### src/rtl/uart_loader_if.sv
// Bus bundle for uart_loader: APB master towards the UART controller and a
// word-write port towards memory. The loader uses the master modport.
interface uart_loader_if;
    logic [3:0]  apb_PADDR;
    logic        apb_PSEL;
    logic        apb_PENABLE;
    logic        apb_PWRITE;
    logic [31:0] apb_PWDATA;
    logic        apb_PREADY;
    logic [31:0] apb_PRDATA;
    logic        mem_valid;
    logic [31:0] mem_addr;
    logic [31:0] mem_wdata;
    logic        mem_ready;

    modport master (
        output apb_PADDR, apb_PSEL, apb_PENABLE, apb_PWRITE, apb_PWDATA,
        input  apb_PREADY, apb_PRDATA,
        output mem_valid, mem_addr, mem_wdata,
        input  mem_ready
    );

    modport slave (
        input  apb_PADDR, apb_PSEL, apb_PENABLE, apb_PWRITE, apb_PWDATA,
        output apb_PREADY, apb_PRDATA,
        input  mem_valid, mem_addr, mem_wdata,
        output mem_ready
    );
endinterface

### src/rtl/uart_loader.sv
// UART frame loader: polls an APB UART for SYNC/ADDR/LEN/DATA/CSUM frames and writes words to memory.
// Define UART_LOADER_ACK_EN to send an ACK/NAK byte back over the UART TX register at frame end.
module uart_loader #(
    parameter logic [7:0] SYNC_BYTE = 8'hA5,
    parameter logic [7:0] ACK_BYTE  = 8'h4B,
    parameter logic [7:0] NAK_BYTE  = 8'h45
) (
    input  logic          clk,
    input  logic          reset,
    input  logic          en,
    uart_loader_if.master bus,
    output logic          busy,
    output logic          done,
    output logic          error
);
    typedef enum logic [2:0] {
        S_SYNC, S_ADDR, S_LEN, S_DATA, S_CSUM, S_MEMWR, S_RESP, S_CLR
    } state_t;
    typedef enum logic [1:0] {A_IDLE, A_SETUP, A_ACCESS} apb_ph_t;

    state_t      state_q;
    apb_ph_t     aph_q;
    logic        psel_q, penable_q, pwrite_q;
    logic [3:0]  paddr_q;
    logic [31:0] pwdata_q;
    logic        mem_valid_q;
    logic [31:0] mem_addr_q, mem_wdata_q;
    logic        busy_q, done_q, error_q;
    logic [31:0] addr_q, word_q;
    logic [15:0] len_q;
    logic [1:0]  cnt_q;
    logic [7:0]  csum_q;
`ifdef UART_LOADER_ACK_EN
    logic [7:0]  resp_q;
    logic        resp_wr_q;
`else
    logic        unused_cfg;
    assign unused_cfg = ^{ACK_BYTE, NAK_BYTE};
`endif

    logic        req_d, req_wr_d;
    logic [3:0]  req_addr_d;
    logic [31:0] req_data_d;
    logic        xfer_done, rx_empty, rx_err;
    logic [7:0]  rx_byte;
    logic        unused_prdata;

    assign xfer_done     = (aph_q == A_ACCESS) && bus.apb_PREADY;
    assign rx_byte       = bus.apb_PRDATA[7:0];
    assign rx_err        = bus.apb_PRDATA[8];
    assign rx_empty      = bus.apb_PRDATA[31];
    assign unused_prdata = ^bus.apb_PRDATA[30:9];

    // Which APB transfer the parser wants next; MEMWR never touches the UART.
    always_comb begin
        req_d      = 1'b0;
        req_wr_d   = 1'b0;
        req_addr_d = 4'h0;
        req_data_d = 32'h0;
        case (state_q)
            S_SYNC, S_ADDR, S_LEN, S_DATA, S_CSUM: req_d = 1'b1;
            S_CLR: begin
                req_d    = 1'b1;
                req_wr_d = 1'b1;
            end
`ifdef UART_LOADER_ACK_EN
            S_RESP: begin
                req_d      = 1'b1;
                req_wr_d   = resp_wr_q;
                req_addr_d = 4'h4;
                req_data_d = {24'h0, resp_q};
            end
`endif
            default: ;
        endcase
    end

    always_ff @(posedge clk) begin
        if (reset) begin
            state_q     <= S_SYNC;
            aph_q       <= A_IDLE;
            psel_q      <= 1'b0;
            penable_q   <= 1'b0;
            pwrite_q    <= 1'b0;
            paddr_q     <= 4'h0;
            pwdata_q    <= 32'h0;
            mem_valid_q <= 1'b0;
            mem_addr_q  <= 32'h0;
            mem_wdata_q <= 32'h0;
            busy_q      <= 1'b0;
            done_q      <= 1'b0;
            error_q     <= 1'b0;
`ifdef UART_LOADER_ACK_EN
            resp_wr_q   <= 1'b0;
`endif
        end else begin
            done_q <= 1'b0;
            if (done_q) busy_q <= 1'b0;

            // Idle phase guarantees PSEL low for a cycle between transfers.
            case (aph_q)
                A_IDLE: if (req_d && en) begin
                    aph_q     <= A_SETUP;
                    psel_q    <= 1'b1;
                    penable_q <= 1'b0;
                    pwrite_q  <= req_wr_d;
                    paddr_q   <= req_addr_d;
                    pwdata_q  <= req_data_d;
                end
                A_SETUP: begin
                    aph_q     <= A_ACCESS;
                    penable_q <= 1'b1;
                end
                A_ACCESS: if (bus.apb_PREADY) begin
                    aph_q     <= A_IDLE;
                    psel_q    <= 1'b0;
                    penable_q <= 1'b0;
                end
                default: aph_q <= A_IDLE;
            endcase

            if (xfer_done) begin
                case (state_q)
                    S_SYNC, S_ADDR, S_LEN, S_DATA, S_CSUM: begin
                        if (rx_err) begin
                            state_q <= S_CLR;
                            error_q <= 1'b1;
                        end else if (!rx_empty) begin
                            case (state_q)
                                S_SYNC: if (rx_byte == SYNC_BYTE) begin
                                    state_q <= S_ADDR;
                                    csum_q  <= 8'h0;
                                    cnt_q   <= 2'd0;
                                    busy_q  <= 1'b1;
                                    error_q <= 1'b0;
                                end
                                S_ADDR: begin
                                    csum_q                         <= csum_q + rx_byte;
                                    addr_q[{cnt_q, 3'b000} +: 8]   <= rx_byte;
                                    cnt_q                          <= cnt_q + 2'd1;
                                    if (cnt_q == 2'd3) begin
                                        state_q <= S_LEN;
                                        cnt_q   <= 2'd0;
                                    end
                                end
                                S_LEN: begin
                                    csum_q <= csum_q + rx_byte;
                                    if (cnt_q == 2'd0) begin
                                        len_q[7:0] <= rx_byte;
                                        cnt_q      <= 2'd1;
                                    end else begin
                                        len_q[15:8] <= rx_byte;
                                        cnt_q       <= 2'd0;
                                        state_q     <= ({rx_byte, len_q[7:0]} == 16'h0) ? S_CSUM : S_DATA;
                                    end
                                end
                                S_DATA: begin
                                    csum_q                       <= csum_q + rx_byte;
                                    word_q[{cnt_q, 3'b000} +: 8] <= rx_byte;
                                    cnt_q                        <= cnt_q + 2'd1;
                                    if (cnt_q == 2'd3) begin
                                        state_q     <= S_MEMWR;
                                        mem_valid_q <= 1'b1;
                                        mem_addr_q  <= {addr_q[31:2], 2'b00};
                                        mem_wdata_q <= {rx_byte, word_q[23:0]};
                                    end
                                end
                                default: begin
                                    if (rx_byte != csum_q) error_q <= 1'b1;
`ifdef UART_LOADER_ACK_EN
                                    resp_q    <= (rx_byte == csum_q) ? ACK_BYTE : NAK_BYTE;
                                    resp_wr_q <= 1'b0;
                                    state_q   <= S_RESP;
`else
                                    done_q    <= 1'b1;
                                    state_q   <= S_SYNC;
`endif
                                end
                            endcase
                        end
                    end
                    S_CLR: begin
`ifdef UART_LOADER_ACK_EN
                        resp_q    <= NAK_BYTE;
                        resp_wr_q <= 1'b0;
                        state_q   <= S_RESP;
`else
                        done_q    <= 1'b1;
                        state_q   <= S_SYNC;
`endif
                    end
`ifdef UART_LOADER_ACK_EN
                    S_RESP: begin
                        if (resp_wr_q) begin
                            resp_wr_q <= 1'b0;
                            done_q    <= 1'b1;
                            state_q   <= S_SYNC;
                        end else if (!bus.apb_PRDATA[31]) begin
                            resp_wr_q <= 1'b1;
                        end
                    end
`endif
                    default: ;
                endcase
            end

            // Memory write is never gated by en or the pending checksum.
            if (state_q == S_MEMWR && mem_valid_q && bus.mem_ready) begin
                mem_valid_q <= 1'b0;
                addr_q      <= addr_q + 32'd4;
                len_q       <= len_q - 16'd1;
                state_q     <= (len_q == 16'd1) ? S_CSUM : S_DATA;
            end
        end
    end

    assign bus.apb_PSEL    = psel_q;
    assign bus.apb_PENABLE = penable_q;
    assign bus.apb_PWRITE  = pwrite_q;
    assign bus.apb_PADDR   = paddr_q;
    assign bus.apb_PWDATA  = pwdata_q;
    assign bus.mem_valid   = mem_valid_q;
    assign bus.mem_addr    = mem_addr_q;
    assign bus.mem_wdata   = mem_wdata_q;
    assign busy            = busy_q;
    assign done            = done_q;
    assign error           = error_q;
endmodule
### src/flat_wrapper.sv
// flat-port wrapper written by rule: the top's interface ports become plain ports
module uart_loader_flat 
#(
    parameter logic [7:0] SYNC_BYTE = 8'hA5,
    parameter logic [7:0] ACK_BYTE  = 8'h4B,
    parameter logic [7:0] NAK_BYTE  = 8'h45
)
  (clk, reset, en, busy, done, error, bus_apb_PADDR, bus_apb_PSEL, bus_apb_PENABLE, bus_apb_PWRITE, bus_apb_PWDATA, bus_apb_PREADY, bus_apb_PRDATA, bus_mem_valid, bus_mem_addr, bus_mem_wdata, bus_mem_ready);
  uart_loader_if bus_i ();
  input  logic clk;
  input  logic reset;
  input  logic en;
  output logic busy;
  output logic done;
  output logic error;
  output wire logic [$bits(bus_i.apb_PADDR)-1:0] bus_apb_PADDR;
  output wire logic [$bits(bus_i.apb_PSEL)-1:0] bus_apb_PSEL;
  output wire logic [$bits(bus_i.apb_PENABLE)-1:0] bus_apb_PENABLE;
  output wire logic [$bits(bus_i.apb_PWRITE)-1:0] bus_apb_PWRITE;
  output wire logic [$bits(bus_i.apb_PWDATA)-1:0] bus_apb_PWDATA;
  input wire logic [$bits(bus_i.apb_PREADY)-1:0] bus_apb_PREADY;
  input wire logic [$bits(bus_i.apb_PRDATA)-1:0] bus_apb_PRDATA;
  output wire logic [$bits(bus_i.mem_valid)-1:0] bus_mem_valid;
  output wire logic [$bits(bus_i.mem_addr)-1:0] bus_mem_addr;
  output wire logic [$bits(bus_i.mem_wdata)-1:0] bus_mem_wdata;
  input wire logic [$bits(bus_i.mem_ready)-1:0] bus_mem_ready;
  assign bus_apb_PADDR = bus_i.apb_PADDR;
  assign bus_apb_PSEL = bus_i.apb_PSEL;
  assign bus_apb_PENABLE = bus_i.apb_PENABLE;
  assign bus_apb_PWRITE = bus_i.apb_PWRITE;
  assign bus_apb_PWDATA = bus_i.apb_PWDATA;
  assign bus_i.apb_PREADY = bus_apb_PREADY;
  assign bus_i.apb_PRDATA = bus_apb_PRDATA;
  assign bus_mem_valid = bus_i.mem_valid;
  assign bus_mem_addr = bus_i.mem_addr;
  assign bus_mem_wdata = bus_i.mem_wdata;
  assign bus_i.mem_ready = bus_mem_ready;
  uart_loader #(.SYNC_BYTE(SYNC_BYTE), .ACK_BYTE(ACK_BYTE), .NAK_BYTE(NAK_BYTE)) u_core (.clk(clk), .reset(reset), .en(en), .bus(bus_i), .busy(busy), .done(done), .error(error));
endmodule
### config.mk
export PLATFORM = sky130hd
export DESIGN_NAME = uart_loader_flat
export DESIGN_NICKNAME = d
export VERILOG_FILES = /design/src/rtl/uart_loader_if.sv /design/src/rtl/uart_loader.sv /design/src/flat_wrapper.sv
export SDC_FILE = /design/constraint.sdc
export NUM_CORES = 1
export LEC_CHECK = 0
export ABC_AREA = 0
export ABC_CLOCK_PERIOD_IN_PS = 5680
export BUFFER_PORTS_ARGS = -buffer_cell sky130_fd_sc_hd__buf_4
export CORE_MARGIN = 2
export CORE_UTILIZATION = 25
export CTS_CLUSTER_SIZE = 8
export DETAILED_ROUTE_END_ITERATION = 7
export GPL_TIMING_DRIVEN = 0
export HOLD_SLACK_MARGIN = 0.05
export SKIP_CTS_REPAIR_TIMING = 1
export SLEW_MARGIN = 20
export SYNTH_ARGS = -nofsm -noshare
export SYNTH_HDL_FRONTEND = slang
export SYNTH_SLANG_ARGS = --single-unit
### constraint.sdc
create_clock -name clk -period 5.68 [get_ports clk]
set_clock_uncertainty 0.2 [all_clocks]
set_input_delay 0.284 -clock clk [delete_from_list [all_inputs] [get_ports clk]]
set_output_delay 0.284 -clock clk [all_outputs]
set_load 0.005 [all_outputs]
==> flow_summary.yaml <==
job:
  drv_cap: 0
synthesis:
  synthArstFlopShare: 0
  seq_area_frac_synth: 0.510
  synth_area_mm2: 0.00761
  syn_inst: 827
  synth.avg_cell_area_um2: 9.21
  synth_edf_count: 80
  ys_seq_elements: 154
  synth_warnings: 0
  synth-main-ff-cell: "edfxtp_1"
  synth.distinct_cells: 54
critical_path:
  cp_top_family: "simple AND/OR/NAND/NOR gates"
  cp_max_fo: 10
  critPathKind: "in -> reg"
  end_kind: "flip-flop"
  worst_ep_arrival_time_ns: 3.35
  crit_chain: "dlygate4sd3_1, buf_4, nand3b_1, nor4_2, nand4_1, clkbuf_1, nand2_1, a21oi_1"
  worst_ep_required_time_ns: 5.76
  cp-start-kind: "primary input"
  slowest_stage: "nand4_1"
  cpPeakStageDelay_ns: 0.78
  cp_num_buf_inv: 3
  rr_worst_depth: 6
  path_depth: 8
timing:
  rsz0062_at_grt: "false"
  final_hold_viol_count: 0
  drv_slew: 0
  fin_crit_sh: 0.576
  report.final.setup_viol: 0
  fmax_mhz: 306
  setup_ws_ns: 2.41
  min_period_ns: 3.27
  worst_slew_pin_slew_ns: 0.986
  relSlewSlack: 0.343
  setup_tns_ns: 0
route:
  wirelength_mm: 20.9
  drtIter0Drc: 458
  post_drt_wl_per_cell_um: 15.3
  drtPass1Iterations: 5
  vias: 6214
  antenna_left: 0
  via_per_inst: 4.54
  drc: 0
floorplan:
  core_mm2: 0.0298
  rows: 63
  initial_core_util: 0.256
  die_x_um: 179
  fp.dieArea_mm2: 0.0319
  die_y_um: 179
  io_pins: 144
power:
  powerDensity_mw_per_mm2: 256
  p_leak_nw: 3.46
  ir_drop_v: 0.000167
  finalPower_mw: 2.42
min_path:
  min_path_cells: 4
  hold_class: "in -> reg"
cts:
  clock_latency_ns: 0.42
  numCtsBuffers: 17
  cts_htree_levels: 4
  clkSinkCount: 154
  clk_pin_slew_ns: 0.07
  clockBufferDepth: 2
  cts-root-buf: "clkbuf_16"
  cts_tree: "done"
grt:
  track_usage: 0.133
  grt_pass1_wl_mm: 32.4
  grt_pass1_vias: 5796
  grt_max_degree: 17
  antenna_found_initial: 0
  grt_overflow: 0
placed_design:
  port_buffers: 81
  gp_congestion: 0.859
  pre_cts_ws_ns: 2.51
  hpwl_mm: 14.9
  dp_cells: 1335
layout:
  fillers: 3135
  area_growth_syn_to_layout_pct: 24.2
  seq_area_mm2: 0.00388
  final_util: 0.317
  drive_gt1_frac: 0.173
  multi_input_area_mm2: 0.00333
  nets: 1018
  stdcell_count: 1368
  n_antenna_cell: 0
run_status:
  status: "completed"
## metrics by stage
step	hold WS, ns	instance area, µm²
floorplan	0.220	7750
detailed placement	0.248	8850
global placement	0.244	8850
finish	0.0229	9450
global route	0.0553	9450
CTS	-0.0729	9440
## layout make-up
class                           instances  area share
Timing Repair Buffer                   82      0.0654
Sequential cell                       154       0.411
Buffer                                 87      0.0516
Tap cell                              390      0.0516
Clock inverter                          9     0.00715
Multi-Input combinational cell        607       0.352
Clock buffer                           23      0.0552
Inverter                               16     0.00635
## placed cells by master, fill, tap and decap left out, drive strengths merged, types with 4 or more instances in the layout
cell type / Yosys / routed
and2: 31 / 31
nor4: 9 / 9
a211oi: 5 / 5
nor2: 41 / 41
ha: 15 / 15
nor2b: 9 / 9
o21a: 4 / 4
and3: 5 / 5
o21ai: 39 / 39
xnor2: 24 / 24
nand3: 16 / 16
clkbuf: 40 / 63
and4: 5 / 5
edfxtp: 80 / 80
buf: 47 / 128
nor3: 15 / 15
conb: 1 / 38
dfxtp: 74 / 74
a21oi: 93 / 93
inv: 16 / 23
nand2: 169 / 169
nor3b: 8 / 8
or4: 7 / 7
nand4: 15 / 15
xor2: 20 / 20
## state kept, by name, indices dropped and copies added, names as in the netlist
| register | flops |
|---|---|
| u_core.done | 1 |
| u_core.csum_q | 8 |
| u_core.busy | 1 |
| u_core.bus.apb_PENABLE | 1 |
| u_core.bus.apb_PSEL | 1 |
| u_core.bus.apb_PWRITE | 1 |
| u_core.bus.mem_addr | 30 |
| u_core.error | 1 |
| u_core.bus.mem_wdata | 32 |
| u_core.addr_q | 30 |
| u_core.len_q | 16 |
| u_core.aph_q | 2 |
| u_core.cnt_q | 2 |
| u_core.state_q | 3 |
| u_core.word_q | 24 |
| u_core.bus.mem_valid | 1 |
## cell usage after synthesis, types with 2 or more instances
cell      count  share of area
a211oi_1      4         0.0039
a21boi_0      2         0.0020
a21o_1        2         0.0020
a21oi_1      93          0.061
a221oi_1      3         0.0035
a31oi_1       3         0.0025
and2_1       31          0.025
and3_1        5         0.0041
and3b_1       2         0.0023
and4_1        5         0.0058
buf_2         7         0.0046
buf_4        38          0.037
clkbuf_1     38          0.019
clkbuf_2      2         0.0013
dfxtp_1      74           0.19
edfxtp_1     80           0.32
ha_1         15          0.025
inv_1        16         0.0079
mux2_2        2         0.0030
nand2_1     169          0.083
nand2b_1      3         0.0025
nand3_1      16          0.011
nand3b_1      3         0.0030
nand4_1      15          0.012
nor2_1       41          0.020
nor2b_1       9         0.0074
nor3_1       15         0.0099
nor3b_1       8         0.0079
nor4_1        8         0.0066
nor4b_1       3         0.0035
o211ai_1      2         0.0020
o21a_1        4         0.0039
o21ai_0      39          0.026
or3_1         3         0.0025
or4_1         5         0.0049
or4_4         2         0.0030
xnor2_1      24          0.028
xor2_1       20          0.023
## worst min-delay path, cell delays in order
cell	delay [ns]
buf_4	0.13
a31oi_1	0.05
o21ai_0	0.07
a221oi_1	0.07
## power breakdown
group | internal, mW | switching [mW] | total, mW | leakage, nW
combinational | 0.0442 | 0.0659 | 0.110 | 1.82
sequential | 1.16 | 0.00216 | 1.17 | 1.34
clock | 0.657 | 0.486 | 1.14 | 0.296
## worst paths after layout
path                                        startpoint                              endpoint  slack [ns]
setup / recovery                        bus_apb_PREADY  u_core.bus.mem_addr[26]$_SDFFE_PP0P_        2.41
hold / removal                      bus_apb_PRDATA[31]             u_core.error$_SDFFE_PP0P_        0.02
setup reg to reg        u_core.state_q[2]$_SDFFE_PP0P_  u_core.bus.mem_addr[26]$_SDFFE_PP0P_        2.50
hold reg to reg   u_core.bus.mem_addr[16]$_SDFFE_PP0P_  u_core.bus.mem_addr[16]$_SDFFE_PP0P_        0.26
## layer usage
layer	vias to the layer above	global-route usage	wire, µm
li1	3065	-	-
met1	2932	0.184	9830
met2	200	0.203	9420
met3	17	0.0367	1430
met4	0	0.0362	233
met5	-	0	0
## kinds of logic (layout without fill, tap and decap cells)
group / after synthesis / in the layout / share of synthesized area
compound gates: 160 / 160 / 0.117
xor+xnor: 44 / 44 / 0.0506
fa+ha+maj: 16 / 16 / 0.0273
buf+inv: 103 / 217 / 0.0720
flops: 154 / 154 / 0.510
mux: 2 / 2 / 0.00296
other cells: 1 / 38 / 0.000493
simple gates: 347 / 347 / 0.220
No activity file was read; power rests on OpenSTA's default activity.
